==> config.mk <==
export PLATFORM = sky130hd
export DESIGN_NAME = uart_mem_bridge_flat
export DESIGN_NICKNAME = d
export VERILOG_FILES = /design/src/rtl/uart_mem_bridge_if.sv /design/src/rtl/uart_mem_bridge.sv /design/src/flat_wrapper.sv
export SDC_FILE = /design/constraint.sdc
export NUM_CORES = 1
export LEC_CHECK = 0
export ABC_AREA = 1
export CAP_MARGIN = 10
export CORE_UTILIZATION = 25
export DETAILED_ROUTE_END_ITERATION = 10
export PLACE_DENSITY = 0.45
export SYNTH_ARGS = -nofsm -noshare
export SYNTH_HDL_FRONTEND = slang
export SYNTH_SLANG_ARGS = --single-unit
==> constraint.sdc <==
create_clock -name clk -period 4.8 [get_ports clk]
set_input_delay 0.48 -clock clk [delete_from_list [all_inputs] [get_ports clk]]
set_output_delay 0.48 -clock clk [all_outputs]
set_load 0.02 [all_outputs]
==> src/rtl/uart_mem_bridge_if.sv <==
// Purpose: bus-side and UART-side signal bundle for uart_mem_bridge.
// Latency: n/a (wires only).
// Backpressure: tx_valid/tx_ready handshake on TX; rx_valid is a one-cycle strobe with no backpressure.
// Ports: db_* CPU data bus (request in, ready/err/read data out),
//        tx_* byte stream to UART TX, rx_* byte strobe from UART RX.
interface uart_mem_bridge_if #(
  parameter int ADDR_W = 32,
  parameter int DATA_W = 32
);
  logic [ADDR_W-1:0] db_addr;
  logic [DATA_W-1:0] db_dataOut;
  logic              db_re;
  logic              db_we;
  logic              db_io;
  logic [DATA_W-1:0] db_dataIn;
  logic              db_ready;
  logic              db_err;
  logic [7:0]        tx_byte;
  logic              tx_valid;
  logic              tx_ready;
  logic [7:0]        rx_byte;
  logic              rx_valid;

  // Bridge side.
  modport slave (
    input  db_addr, db_dataOut, db_re, db_we, db_io, tx_ready, rx_byte, rx_valid,
    output db_dataIn, db_ready, db_err, tx_byte, tx_valid
  );

  // CPU / UART side.
  modport master (
    output db_addr, db_dataOut, db_re, db_we, db_io, tx_ready, rx_byte, rx_valid,
    input  db_dataIn, db_ready, db_err, tx_byte, tx_valid
  );
endinterface

==> src/rtl/uart_mem_bridge.sv <==
// Purpose: latches a CPU bus request, sends it as a command frame over a byte UART and collects the host reply.
// Latency: frame bytes at one per tx handshake; db_ready returns one cycle after the final reply byte.
// Backpressure: tx_byte held stable while tx_ready is low; reply gaps bounded by TIMEOUT_CYCLES with retry.
// Ports: clk, res (async active-low), bus (uart_mem_bridge_if.slave: db_* bus, tx_* UART TX, rx_* UART RX).
module uart_mem_bridge #(
  parameter int          ADDR_W         = 32,
  parameter int          DATA_W         = 32,
  parameter int          ACK_WRITES     = 1,
  parameter logic [7:0]  ACK_BYTE       = 8'hA5,
  parameter int          TIMEOUT_CYCLES = 250000,
  parameter int          MAX_RETRY      = 2,
  parameter int          IO_ADDR_HLT    = 0,
  parameter int          IO_ADDR_PRINT  = 1
) (
  input logic              clk,
  input logic              res,
  uart_mem_bridge_if.slave bus
);

  localparam int AB = ADDR_W / 8;
  localparam int DB = DATA_W / 8;
  localparam int IW = $clog2(1 + AB + DB);
  localparam int TW = $clog2(TIMEOUT_CYCLES);
  localparam int RW = (MAX_RETRY > 0) ? $clog2(MAX_RETRY + 1) : 1;

  localparam logic [7:0] CMD_READ  = 8'h01;
  localparam logic [7:0] CMD_WRITE = 8'h02;
  localparam logic [7:0] CMD_PRINT = 8'h03;
  localparam logic [7:0] CMD_HLT   = 8'h04;

  typedef enum logic [1:0] {
    S_IDLE,
    S_SEND,
    S_WAIT
  } state_t;

  state_t            state_q, state_d;
  logic [7:0]        cmd_q, cmd_d;
  logic [ADDR_W-1:0] addr_q, addr_d;
  logic [DATA_W-1:0] data_q, data_d;
  logic [IW-1:0]     idx_q, idx_d;
  logic [TW-1:0]     timer_q, timer_d;
  logic [RW-1:0]     retry_q, retry_d;
  logic [IW-1:0]     rx_cnt_q, rx_cnt_d;
  logic [DATA_W-1:0] rx_shift_q, rx_shift_d;
  logic [DATA_W-1:0] data_in_q, data_in_d;
  logic              err_q, err_d;

  // Request decode; IO writes to unknown addresses and IO reads are never accepted.
  logic       req_vld;
  logic [7:0] req_cmd;

  always_comb begin
    req_vld = 1'b0;
    req_cmd = CMD_READ;
    if (bus.db_io) begin
      if (bus.db_we && bus.db_addr == ADDR_W'(IO_ADDR_HLT)) begin
        req_vld = 1'b1;
        req_cmd = CMD_HLT;
      end else if (bus.db_we && bus.db_addr == ADDR_W'(IO_ADDR_PRINT)) begin
        req_vld = 1'b1;
        req_cmd = CMD_PRINT;
      end
    end else if (bus.db_we) begin
      req_vld = 1'b1;
      req_cmd = CMD_WRITE;
    end else if (bus.db_re) begin
      req_vld = 1'b1;
      req_cmd = CMD_READ;
    end
  end

  // Frame layout: cmd at index 0, then address bytes (READ/WRITE), then data bytes (WRITE/PRINT).
  logic              has_addr;
  logic              need_resp;
  logic [IW-1:0]     last_idx;
  logic [IW-1:0]     addr_off;
  logic [IW-1:0]     data_off;
  logic [ADDR_W-1:0] addr_sh;
  logic [DATA_W-1:0] data_sh;
  logic [7:0]        tx_byte_c;

  always_comb begin
    has_addr  = (cmd_q == CMD_READ) || (cmd_q == CMD_WRITE);
    need_resp = (cmd_q == CMD_READ) || ((cmd_q == CMD_WRITE) && (ACK_WRITES != 0));
    case (cmd_q)
      CMD_READ:  last_idx = IW'(AB);
      CMD_WRITE: last_idx = IW'(AB + DB);
      CMD_PRINT: last_idx = IW'(DB);
      default:   last_idx = '0;
    endcase
    addr_off = idx_q - IW'(1);
    data_off = (cmd_q == CMD_WRITE) ? (idx_q - IW'(1) - IW'(AB)) : (idx_q - IW'(1));
    addr_sh  = addr_q >> {addr_off, 3'b000};
    data_sh  = data_q >> {data_off, 3'b000};
    tx_byte_c = 8'h00;
    if (state_q == S_SEND) begin
      if (idx_q == '0)                         tx_byte_c = cmd_q;
      else if (has_addr && idx_q <= IW'(AB))   tx_byte_c = addr_sh[7:0];
      else                                     tx_byte_c = data_sh[7:0];
    end
  end

  logic resp_fail;

  always_comb begin
    state_d    = state_q;
    cmd_d      = cmd_q;
    addr_d     = addr_q;
    data_d     = data_q;
    idx_d      = idx_q;
    timer_d    = timer_q;
    retry_d    = retry_q;
    rx_cnt_d   = rx_cnt_q;
    rx_shift_d = rx_shift_q;
    data_in_d  = data_in_q;
    err_d      = err_q;
    resp_fail  = 1'b0;

    case (state_q)
      S_IDLE: begin
        if (req_vld) begin
          cmd_d   = req_cmd;
          addr_d  = bus.db_addr;
          data_d  = bus.db_dataOut;
          err_d   = 1'b0;
          retry_d = '0;
          idx_d   = '0;
          state_d = S_SEND;
        end
      end

      S_SEND: begin
        if (bus.tx_ready) begin
          if (idx_q == last_idx) begin
            idx_d      = '0;
            timer_d    = '0;
            rx_cnt_d   = '0;
            rx_shift_d = '0;
            state_d    = need_resp ? S_WAIT : S_IDLE;
          end else begin
            idx_d = idx_q + IW'(1);
          end
        end
      end

      S_WAIT: begin
        // A byte arriving on the timeout cycle takes priority and restarts the timer.
        if (bus.rx_valid) begin
          timer_d = '0;
          if (cmd_q == CMD_READ) begin
            rx_shift_d = rx_shift_q | (DATA_W'(bus.rx_byte) << {rx_cnt_q, 3'b000});
            if (rx_cnt_q == IW'(DB - 1)) begin
              data_in_d = rx_shift_d;
              state_d   = S_IDLE;
            end else begin
              rx_cnt_d = rx_cnt_q + IW'(1);
            end
          end else if (bus.rx_byte == ACK_BYTE) begin
            state_d = S_IDLE;
          end else begin
            resp_fail = 1'b1;
          end
        end else if (timer_q == TW'(TIMEOUT_CYCLES - 1)) begin
          resp_fail = 1'b1;
        end else begin
          timer_d = timer_q + TW'(1);
        end

        if (resp_fail) begin
          if (retry_q < RW'(MAX_RETRY)) begin
            retry_d    = retry_q + RW'(1);
            idx_d      = '0;
            rx_cnt_d   = '0;
            rx_shift_d = '0;
            state_d    = S_SEND;
          end else begin
            err_d = 1'b1;
            if (cmd_q == CMD_READ) data_in_d = '1;
            state_d = S_IDLE;
          end
        end
      end

      default: state_d = S_IDLE;
    endcase
  end

  always_ff @(posedge clk or negedge res) begin
    if (!res) begin
      state_q    <= S_IDLE;
      cmd_q      <= '0;
      addr_q     <= '0;
      data_q     <= '0;
      idx_q      <= '0;
      timer_q    <= '0;
      retry_q    <= '0;
      rx_cnt_q   <= '0;
      rx_shift_q <= '0;
      data_in_q  <= '0;
      err_q      <= 1'b0;
    end else begin
      state_q    <= state_d;
      cmd_q      <= cmd_d;
      addr_q     <= addr_d;
      data_q     <= data_d;
      idx_q      <= idx_d;
      timer_q    <= timer_d;
      retry_q    <= retry_d;
      rx_cnt_q   <= rx_cnt_d;
      rx_shift_q <= rx_shift_d;
      data_in_q  <= data_in_d;
      err_q      <= err_d;
    end
  end

  assign bus.db_ready  = (state_q == S_IDLE);
  assign bus.tx_valid  = (state_q == S_SEND);
  assign bus.tx_byte   = tx_byte_c;
  assign bus.db_dataIn = data_in_q;
  assign bus.db_err    = err_q;

endmodule
==> src/flat_wrapper.sv <==
// flat-port wrapper written by rule: the top's interface ports become plain ports
module uart_mem_bridge_flat 
#(
  parameter int          ADDR_W         = 32,
  parameter int          DATA_W         = 32,
  parameter int          ACK_WRITES     = 1,
  parameter logic [7:0]  ACK_BYTE       = 8'hA5,
  parameter int          TIMEOUT_CYCLES = 250000,
  parameter int          MAX_RETRY      = 2,
  parameter int          IO_ADDR_HLT    = 0,
  parameter int          IO_ADDR_PRINT  = 1
)
  (clk, res, bus_db_addr, bus_db_dataOut, bus_db_re, bus_db_we, bus_db_io, bus_tx_ready, bus_rx_byte, bus_rx_valid, bus_db_dataIn, bus_db_ready, bus_db_err, bus_tx_byte, bus_tx_valid);
  uart_mem_bridge_if #(.ADDR_W(ADDR_W), .DATA_W(DATA_W)) bus_i ();
  input logic clk;
  input logic res;
  input wire logic [$bits(bus_i.db_addr)-1:0] bus_db_addr;
  input wire logic [$bits(bus_i.db_dataOut)-1:0] bus_db_dataOut;
  input wire logic [$bits(bus_i.db_re)-1:0] bus_db_re;
  input wire logic [$bits(bus_i.db_we)-1:0] bus_db_we;
  input wire logic [$bits(bus_i.db_io)-1:0] bus_db_io;
  input wire logic [$bits(bus_i.tx_ready)-1:0] bus_tx_ready;
  input wire logic [$bits(bus_i.rx_byte)-1:0] bus_rx_byte;
  input wire logic [$bits(bus_i.rx_valid)-1:0] bus_rx_valid;
  output wire logic [$bits(bus_i.db_dataIn)-1:0] bus_db_dataIn;
  output wire logic [$bits(bus_i.db_ready)-1:0] bus_db_ready;
  output wire logic [$bits(bus_i.db_err)-1:0] bus_db_err;
  output wire logic [$bits(bus_i.tx_byte)-1:0] bus_tx_byte;
  output wire logic [$bits(bus_i.tx_valid)-1:0] bus_tx_valid;
  assign bus_i.db_addr = bus_db_addr;
  assign bus_i.db_dataOut = bus_db_dataOut;
  assign bus_i.db_re = bus_db_re;
  assign bus_i.db_we = bus_db_we;
  assign bus_i.db_io = bus_db_io;
  assign bus_i.tx_ready = bus_tx_ready;
  assign bus_i.rx_byte = bus_rx_byte;
  assign bus_i.rx_valid = bus_rx_valid;
  assign bus_db_dataIn = bus_i.db_dataIn;
  assign bus_db_ready = bus_i.db_ready;
  assign bus_db_err = bus_i.db_err;
  assign bus_tx_byte = bus_i.tx_byte;
  assign bus_tx_valid = bus_i.tx_valid;
  uart_mem_bridge #(.ADDR_W(ADDR_W), .DATA_W(DATA_W), .ACK_WRITES(ACK_WRITES), .ACK_BYTE(ACK_BYTE), .TIMEOUT_CYCLES(TIMEOUT_CYCLES), .MAX_RETRY(MAX_RETRY), .IO_ADDR_HLT(IO_ADDR_HLT), .IO_ADDR_PRINT(IO_ADDR_PRINT)) u_core (.clk(clk), .res(res), .bus(bus_i));
endmodule
==> reports/metrics.yaml, run 1 <==
outcome:
  status: "complete, no violations"
setup_path:
  worst-path-stages: 7
  cp_slowest_stage_delay_ns: 0.83
  crit_type: "reg -> out"
  cp_cell_sequence: "inv_2 > ha_1 > o21ai_0 > o32ai_1 > a21oi_1 > nor3_1 > clkdlybuf4s50_1"
  reg2reg_depth: 10
  cp.required_ns: 4.32
  cpLargestDelayFamily: "buffers and inverters"
  crit_path_end_kind: "output pin"
  worstPathArrival_ns: 3.55
  crit_buf_inv: 2
  slowest_stage: "ha_1"
  worstSetupStartpointType: "flip-flop"
  crit_fanout: 34
clock_tree:
  h-tree-depth: 4
  clkLatencyLatePin_ns: 0.44
  cts-hold-fix-buffers: 0
  cts_resized: 0
  path_clk_slew_ns: 0.07
  numCtsBuffers: 17
  cts_buffer_depth: 2
  cts_setup_buffers: 0
  root_buffer: "clkbuf_16"
  clkSinkCount: 162
  cts_tree: "yes"
sta:
  worst_slack_ns: 0.768
  post-route-period-util_pct: 84.0
  setup_viol: 0
  fin_skew_ns: 0.0119
  rsz0062_at_grt: "false"
  tns_ns: 0
  fmax_ghz: 0.248
  hold_violations: 0
  drv_slew: 0
  worstMarginPinSlew_ns: 1.03
  post-route-min-period_ns: 4.03
  slew_headroom_pct: 31.3
detailed_routing:
  drt_iter0_drc: 519
  first_pass_iters: 5
  ant_nets: 0
  vias_per_cell: 4.47
  routedWlPerCell_um: 14.5
  wl_um: 26500
  drc: 0
  vias: 8164
synthesis:
  syn_area_mm2: 0.00905
  synth_seq_cells: 162
  syn_nets: 1350
  avgSynthCellArea_um2: 7.16
  synthDistinctLibCells: 39
  ys.warnings.count: 0
  ys_seq_area_share_pct: 44.8
  synthCells: 1263
power_and_ir_drop:
  netSwitchingPower_uw: 2250
  power.density_mw_per_mm2: 507
  p_total_uw: 5690
  swShare_pct: 39.6
  p_comb_share_pct: 37.2
  clkPwrFrac_pct: 27.2
  p_int_uw: 3430
  seq_power_share_pct: 35.7
  leakagePower_uw: 0.00524
  ir_worst_vdd_uv: 268
placement:
  place_ws_ns: 1.27
  hpwl_um: 18300
  portBuffers: 121
  gp_congestion: 0.813
flow_run:
  maxCapViolCount: 0
cells_and_area:
  synthToLayoutAreaGrowth_pct: 24.1
  mostFrequentLayoutCell: "nand2_1"
  drive_gt1_share_pct: 7.04
  layout_common_cells: "nand2_1, dfrtp_1, nor2_1"
  num_antenna_cells: 0
  nNetsFinal: 1438
global_routing:
  grt_first_pass_wirelength_um: 43200
  antenna_found_initial: 0
  globalRouteOverflowTotal: 0
  grt_pass1_vias: 7863
  grt_max_degree: 90
  grtUsageTotal_pct: 15.0
floorplan:
  dieArea_mm2: 0.0370
  die_width_um: 192
  initial_core_util_pct: 25.4
  die_h_um: 192
  row_count: 69
  io_pins: 122
  core-area_mm2: 0.0356
min_path:
  hp-class: "in -> async"
==> per-layer routing <==
| layer | wire [um] | global-route usage [%] |
|---|---|---|
| met5 | 0 | 0 |
| met4 | 450 | 4.78 |
| met3 | 1010 | 2.98 |
| met2 | 11700 | 22.5 |
| met1 | 13300 | 21.5 |
==> power by group through the flow <==
| stage | Combinational (uW) | Sequential, uW | Clock, uW |
|---|---|---|---|
| 2_1_floorplan | 1410 | 2020 | 0 |
| 3_3_place_gp | 2120 | 2060 | 0 |
| 3_5_place_dp | 2130 | 2050 | 0 |
| 4_1_cts | 2140 | 2030 | 1580 |
| 5_1_grt | 2400 | 2080 | 1640 |
| 6_report | 2110 | 2030 | 1550 |
==> cells by family (layout without fill, tap and decap cells) <==
group / Yosys count / after routing / share of synthesized area, %
compound gates: 171 / 171 / 10.2
fa+ha+maj: 8 / 8 / 1.11
flops: 162 / 162 / 44.8
xor+xnor: 8 / 8 / 0.774
simple gates: 732 / 732 / 34.3
buf+inv: 182 / 283 / 8.81
==> worst register-to-register path, cell delays in order (launching register included) <==
cell and delay (ns):
dfrtp_1 0.39, inv_2 0.39, ha_1 0.29, o21ai_0 0.09, a21oi_1 0.15, nand2_2 0.10, nand2_4 0.11, nand4_2 0.78
nor2_1 0.33, nor2_1 0.06, nor2_1 0.10
==> Yosys cell counts <==
library cell,n,area (um2)
nand2_1,416,1560
dfrtp_1,162,4050
nor2_1,158,593
inv_1,110,413
nand3_1,66,330
o21ai_0,64,320
a21oi_1,62,310
nor3_1,30,150
buf_2,29,145
or2_2,23,144
o21ai_1,18,90.1
clkbuf_1,15,56.3
nand4_1,15,93.8
a31oi_1,13,81.3
inv_2,10,37.5
buf_6,9,101
o32ai_1,9,78.8
ha_1,8,100
xor2_1,7,61.3
nand3_2,5,50.1
nand2_2,4,25.0
buf_1,3,11.3
nand2_4,3,33.8
nor2_4,3,33.8
o211ai_1,3,22.5
buf_4,2,15.0
clkinv_1,2,7.51
nor2_2,2,12.5
nor2_8,2,40.0
a32oi_1,1,8.76
and2_1,1,6.26
and3_1,1,6.26
clkbuf_2,1,5.00
clkinv_2,1,5.00
nand3b_1,1,7.51
nand4_2,1,12.5
nor3b_1,1,7.51
o21bai_1,1,7.51
xnor2_1,1,8.76
==> final cells by class <==
cell class / instances / area [um2]
Timing Repair Buffer: 128 / 1280
Tap cell: 461 / 577
Sequential cell: 162 / 4050
Clock inverter: 13 / 196
Multi-Input combinational cell: 919 / 4210
Inverter: 123 / 463
Clock buffer: 19 / 453
Fill cell: 3879 / 24300
==> registers in the layout (all words and copies together) (netlist names) <==
signal,flops
u_core.state_q,2
u_core.rx_shift_q,32
u_core.bus.db_err,1
u_core.addr_q,32
u_core.data_q,32
u_core.idx_q,4
u_core.timer_q,18
u_core.retry_q,2
u_core.bus.db_dataIn,32
u_core.cmd_q,3
u_core.rx_cnt_q,4
==> final timing paths <==
path                                              start                                  end  slack (ns)
min                                                 res  u_core.bus.db_dataIn[5]$_DFFE_PN0P_         0.1
max                         u_core.idx_q[0]$_DFFE_PN0P_                       bus_tx_byte[6]        0.77
min reg2reg                u_core.data_q[9]$_DFFE_PN0P_         u_core.data_q[9]$_DFFE_PN0P_        0.48
min in group clk           u_core.data_q[9]$_DFFE_PN0P_         u_core.data_q[9]$_DFFE_PN0P_        0.48
max in group asynchronous                           res        u_core.data_q[29]$_DFFE_PN0P_        3.79
max reg2reg                 u_core.idx_q[0]$_DFFE_PN0P_       u_core.rx_cnt_q[3]$_DFFE_PN0P_        1.96
==> metrics by stage <==
step	utilization, %	instance area (um2)	instances	hold WS, ns
after floorplan	-	9050	1263	0.184
after global placement	29.7	10600	1793	0.468
after detailed placement	29.7	10600	1793	0.464
after CTS	31.6	11200	1825	0.149
after global routing	31.6	11200	1825	0.176
final	31.6	11200	1825	0.0965
Power figures use the tool's default switching activity.
==> inputs of run 2 (changes only) <==
--- a/config.mk
+++ b/config.mk
@@ -9,7 +9,7 @@
 export CAP_MARGIN = 10
 export CORE_UTILIZATION = 25
 export DETAILED_ROUTE_END_ITERATION = 10
-export PLACE_DENSITY = 0.45
+export PLACE_DENSITY = 0.46
 export SYNTH_ARGS = -nofsm -noshare
 export SYNTH_HDL_FRONTEND = slang
 export SYNTH_SLANG_ARGS = --single-unit
==> constraint.sdc (replaced) <==
create_clock -name clk -period 3.36 [get_ports clk]
set_input_delay 0.336 -clock clk [delete_from_list [all_inputs] [get_ports clk]]
set_output_delay 0.336 -clock clk [all_outputs]
set_load 0.02 [all_outputs]
==> run 2 against run 1 <==
Net effect:
- hold slack gained 0.34 ns
- clock power grew 25%
- non-clock buffer count rose by 12
- clock-buffer cell count increased by 2
- core utilization increased by 0.24 points
- register-to-register slack lost 1.2 ns
- global-route usage about the same
- via count is 1.0% higher
- die area unchanged
- power is 40% higher
- clock skew shrank 0.0028 ns
- largest power group unchanged
==> reports/metrics.yaml, run 2 (same netlist as run 1, synthesis figures left out) <==
outcome:
  status: "complete, no violations"
setup_path:
  crit_path_end_kind: "output pin"
  cp.required_ns: 3.02
  crit_fanout: 33
  rrSetupSlack_ns: 0.81
  reg2reg_depth: 9
  worstPathArrival_ns: 2.85
  r2r_start: "u_core.state_q[1]$_DFFE_PN0P_"
  crit_type: "reg -> out"
  rr_endpoint: "u_core.rx_cnt_q[3]$_DFFE_PN0P_"
  worstSetupStartpointType: "flip-flop"
global_routing:
  grt_pass1_vias: 8092
  globalRouteOverflowTotal: 0
  grt_first_pass_wirelength_um: 43400
  grt_max_degree: 75
  antenna_found_initial: 0
  grtUsageTotal_pct: 15.0
floorplan:
  dieArea_mm2: 0.0370
  io_pins: 122
  die_h_um: 192
  die_width_um: 192
  core-area_mm2: 0.0356
  initial_core_util_pct: 25.4
  row_count: 69
cells_and_area:
  synthToLayoutAreaGrowth_pct: 25.0
  fin_area_mm2: 0.0113
  drive_gt1_share_pct: 7.99
  layout_common_cells: "nand2_1, dfrtp_1, nor2_1"
  nNetsFinal: 1450
  num_antenna_cells: 0
  mostFrequentLayoutCell: "nand2_1"
  nFillCells: 3930
clock_tree:
  path_clk_slew_ns: 0.07
  clkLatencyLatePin_ns: 0.43
  clkSinkCount: 162
  h-tree-depth: 4
  cts_buffer_depth: 2
  root_buffer: "clkbuf_16"
  cts_tree: "yes"
  numCtsBuffers: 17
sta:
  fin_skew_ns: 0.00910
  post-route-min-period_ns: 3.18
  post-route-period-util_pct: 94.7
  tns_ns: 0
  worst_slack_ns: 0.178
  rsz0062_at_grt: "true"
  setup_viol: 0
  drv_slew: 0
  fmax_ghz: 0.314
  slew_headroom_pct: 35.6
  hold_violations: 0
  worstMarginPinSlew_ns: 0.964
power_and_ir_drop:
  p_comb_share_pct: 39.5
  p_int_uw: 4760
  p_total_uw: 7960
  leakagePower_uw: 0.00535
  ir_worst_vdd_uv: 407
  power.density_mw_per_mm2: 704
  seq_power_share_pct: 36.2
  netSwitchingPower_uw: 3200
  swShare_pct: 40.2
  clkPwrFrac_pct: 24.3
detailed_routing:
  drc: 0
  routedWlPerCell_um: 14.5
  ant_nets: 0
  drt_iter0_drc: 744
  vias_per_cell: 4.49
  wl_um: 26600
  vias: 8248
  first_pass_iters: 5
min_path:
  hold_path_end: "u_core.data_q[0]$_DFFE_PN0P_"
  hp-class: "in -> reg"
  hold_depth: 3
  min_from: "bus_db_dataOut[0]"
placement:
  post_dp_cell_area_mm2: 0.0107
  hpwl_um: 18500
  portBuffers: 121
  place_ws_ns: 0.430
  gp_congestion: 0.789
flow_run:
  maxCapViolCount: 0
-- run 2: how the worst max path moves through the flow --
stage / start / endpoint / slack (ns) / depth (start not counted)
4_1_cts: u_core.idx_q[0]$_DFFE_PN0P_ / bus_tx_byte[7] / 0.03 / 7
2_1_floorplan: u_core.idx_q[0]$_DFFE_PN0P_ / bus_tx_byte[6] / 0.72 / 11
5_1_grt: u_core.idx_q[0]$_DFFE_PN0P_ / bus_tx_byte[1] / -0.03 / 11
6_report: u_core.idx_q[0]$_DFFE_PN0P_ / bus_tx_byte[1] / 0.18 / 11
3_5_place_dp: u_core.idx_q[0]$_DFFE_PN0P_ / bus_tx_byte[2] / 0.43 / 12
3_3_place_gp: u_core.idx_q[0]$_DFFE_PN0P_ / bus_tx_byte[2] / 0.46 / 12
-- run 2: power by group through the flow --
stage | Clock, uW | Sequential (uW) | Combinational [uW]
final | 1940 | 2880 | 3140
after detailed placement | 0 | 2910 | 3100
after global placement | 0 | 2920 | 3080
after global routing | 2070 | 2950 | 3540
after floorplan | 0 | 2890 | 2020
after CTS | 2000 | 2890 | 3120
-- run 2: cell type report --
cell class / instances / area (um2) / area share [%]
well taps: 461 / 577 / 5.10
multi-input cells: 919 / 4220 / 37.3
inverters: 123 / 467 / 4.13
flip-flops and latches: 162 / 4050 / 35.8
repair buffers: 140 / 1420 / 12.5
clock buffers: 21 / 470 / 4.16
clock inverters: 11 / 105 / 0.929
-- run 2: timing repair --
action	in CTS	in global routing
setup buffers	0	1
resized for setup	1	11
endpoints found under the setup margin	5	8
hold endpoints to repair	64	0
hold buffers	1	0
-- run 2: through the flow --
step,hold WS [ns],cells,utilization [%]
2_1_floorplan,0.0404,1263,-
3_3_place_gp,0.402,1803,30.0
3_5_place_dp,0.407,1803,30.0
4_1_cts,0.416,1836,31.6
5_1_grt,0.430,1837,31.8
6_report,0.434,1837,31.8
-- run 2: critical path, cell delays in order (launching register included) --
cell and delay, ns:
dfrtp_1 0.39, inv_2 0.18, ha_1 0.28, buf_8 0.18, nor2_1 0.12, o21ai_0 0.08
o21ai_0 0.11, nand3_1 0.11, nand3_1 0.10, o211ai_1 0.10, inv_1 0.13, clkdlybuf4s50_1 0.61
-- run 2: layer usage --
layer	share of wire [%]	track usage (%)	routed length [um]	vias up
met4	1.1	3.85	287	0
met3	3.7	2.76	971	17
met2	45	23.0	11900	128
met1	51	21.5	13500	3894
met5	0	0	0	-
li1	-	-	-	4209
==> inputs of run 3 (changes only) <==
--- a/config.mk
+++ b/config.mk
@@ -10,6 +10,7 @@
 export CORE_UTILIZATION = 25
 export DETAILED_ROUTE_END_ITERATION = 10
 export PLACE_DENSITY = 0.46
+export RECOVER_POWER = 100
 export SYNTH_ARGS = -nofsm -noshare
 export SYNTH_HDL_FRONTEND = slang
 export SYNTH_SLANG_ARGS = --single-unit
==> run 3 against run 2 <==
Net effect:
- the flow now finishes with violations (capacitance limit, slew limit)
- maximum frequency decreased by 0.14%
- die area did not move
- final cell count did not move
- power fell by 1.1%
- clock-buffer cell count unchanged
- non-clock buffer count is the same
- register-to-register slack worse by 0.26 ns
- combinational power is 3% lower
- critical path depth unchanged
- largest cell class unchanged
- largest power group unchanged
==> reports/metrics.yaml, run 3 (same netlist as run 1, synthesis figures left out) <==
clock_tree:
  clkSinkCount: 162
  numCtsBuffers: 17
  root_buffer: "clkbuf_16"
  cts_tree: "yes"
  path_clk_slew_ns: 0.07
  clkLatencyLatePin_ns: 0.44
  h-tree-depth: 4
  cts_buffer_depth: 2
cells_and_area:
  drive_gt1_share_pct: 7.12
  fin_area_mm2: 0.0112
  nNetsFinal: 1450
  mostFrequentLayoutCell: "nand2_1"
  final_util_pct: 31.6
  num_antenna_cells: 0
  synthToLayoutAreaGrowth_pct: 24.2
  fin_cells: 1837
  layout_common_cells: "nand2_1, dfrtp_1, nor2_1"
setup_path:
  r2r_start: "u_core.timer_q[0]$_DFFE_PN0P_"
  rrSetupSlack_ns: 0.55
  worstPathArrival_ns: 2.85
  crit_fanout: 33
  worstSetupStartpointType: "flip-flop"
  rr_endpoint: "u_core.timer_q[10]$_DFFE_PN0P_"
  crit_type: "reg -> out"
  crit_buf_inv: 4
  cp_slowest_stage_delay_ns: 0.62
  cpLargestDelayFamily: "buffers and inverters"
  crit_path_end_kind: "output pin"
  slowest_stage: "clkdlybuf4s50_1"
  reg2reg_depth: 10
  cp.required_ns: 3.02
  cp_cell_sequence: "inv_2 > ha_1 > buf_8 > nor2_1 > o21ai_0 > o21ai_0 > nand3_1 > nand3_1 > o211ai_1 > inv_1 > clkdlybuf4s50_1"
detailed_routing:
  wl_um: 26600
  drc: 0
  vias_per_cell: 4.49
  drt_iter0_drc: 694
  routedWlPerCell_um: 14.5
  ant_nets: 0
  vias: 8253
  first_pass_iters: 5
sta:
  worst_slack_ns: 0.173
  post-route-period-util_pct: 94.8
  drv_slew: 68
  rsz0062_at_grt: "true"
  slew_headroom_pct: -18.8
  worstMarginPinSlew_ns: 1.78
  fmax_ghz: 0.314
  hold_violations: 0
  setup_viol: 0
  tns_ns: 0
  post-route-min-period_ns: 3.19
  fin_skew_ns: 0.0123
placement:
  place_inst: 1803
  hpwl_um: 18500
  place_ws_ns: 0.430
  portBuffers: 121
  gp_congestion: 0.789
  post_dp_cell_area_mm2: 0.0107
global_routing:
  antenna_found_initial: 0
  grt_max_degree: 75
  grt_first_pass_wirelength_um: 43400
  grt_pass1_vias: 8092
  grtUsageTotal_pct: 15.0
  globalRouteOverflowTotal: 0
floorplan:
  row_count: 69
  die_width_um: 192
  core-area_mm2: 0.0356
  initial_core_util_pct: 25.4
  dieArea_mm2: 0.0370
  io_pins: 122
  die_h_um: 192
power_and_ir_drop:
  seq_power_share_pct: 36.5
  ir_worst_vdd_uv: 405
  leakagePower_uw: 0.00528
  swShare_pct: 40.4
  p_comb_share_pct: 38.8
  power.density_mw_per_mm2: 701
  p_int_uw: 4700
  netSwitchingPower_uw: 3180
  clkPwrFrac_pct: 24.6
min_path:
  hold_path_end: "u_core.data_q[5]$_DFFE_PN0P_"
  hold_depth: 3
  min_from: "bus_db_dataOut[5]"
  hp-class: "in -> reg"
outcome:
  status: "complete, but fails checks"
  violations: "capacitance limit, slew limit"
flow_run:
  maxCapViolCount: 1
-- run 3: cell types whose count changed in the layout (fill, tap and decap cells not counted), sizes merged --
cell           delta
inv               -1
clkbuf            +6
clkinv            +1
buf               -6
dlygate4sd3      +35
clkdlybuf4s50    -35
-- run 3: how the worst max path moves through the flow --
stage	startpoint	endpoint	slack, ns	depth (start not counted)
after CTS	u_core.idx_q[0]$_DFFE_PN0P_	bus_tx_byte[7]	0.03	7
after global routing	u_core.idx_q[0]$_DFFE_PN0P_	bus_tx_byte[1]	-0.03	11
after global placement	u_core.idx_q[0]$_DFFE_PN0P_	bus_tx_byte[2]	0.46	12
after detailed placement	u_core.idx_q[0]$_DFFE_PN0P_	bus_tx_byte[2]	0.43	12
final	u_core.idx_q[0]$_DFFE_PN0P_	bus_tx_byte[1]	0.17	11
after floorplan	u_core.idx_q[0]$_DFFE_PN0P_	bus_tx_byte[6]	0.72	11
-- run 3: worst min-delay path: cells and delay by family --
kind	cells	cell delay (ns)
buffers and inverters	1	0.39
AND/OR/NAND/NOR	2	0.10
-- run 3: power by group through the flow --
stage,logic (uW),clock network (uW),registers (uW)
final,3060,1940,2880
after global routing,3460,2070,2940
after detailed placement,3100,0,2910
after floorplan,2020,0,2890
after CTS,3120,2000,2890
after global placement,3080,0,2920
-- run 3: metal layers --
metal  part of all wire [%]  routed length (um)  up-vias  GRT usage (%)
met4                    1.1                 289        0           3.85
met5                      0                   0        -              0
met2                     45               11900      150           23.0
met3                    3.6                 949       19           2.76
li1                       -                   -     4212              -
met1                     50               13400     3872           21.5
-- run 3: stage by stage --
stage                     hold WS, ns  total power, uW
after floorplan                0.0404             4900
after global placement          0.402             5990
after detailed placement        0.407             6010
after CTS                       0.416             8010
after global routing            0.430             8470
final                           0.434             7880
-- run 3: repair_timing --
action	4_1_cts	5_1_grt
setup endpoints to repair	5	8
setup buffers	0	1
gates resized for setup	1	11
endpoints found under the hold margin	64	0
hold buffers	1	0
pin swaps	0	0
-- run 3: cell type report --
type	count	area, um2
fillers	3939	24300
multi-input cells	919	4180
flip-flops and latches	162	4050
repair buffers	140	1390
well taps	461	577
clock buffers	21	470
inverters	123	467
clock inverters	11	105
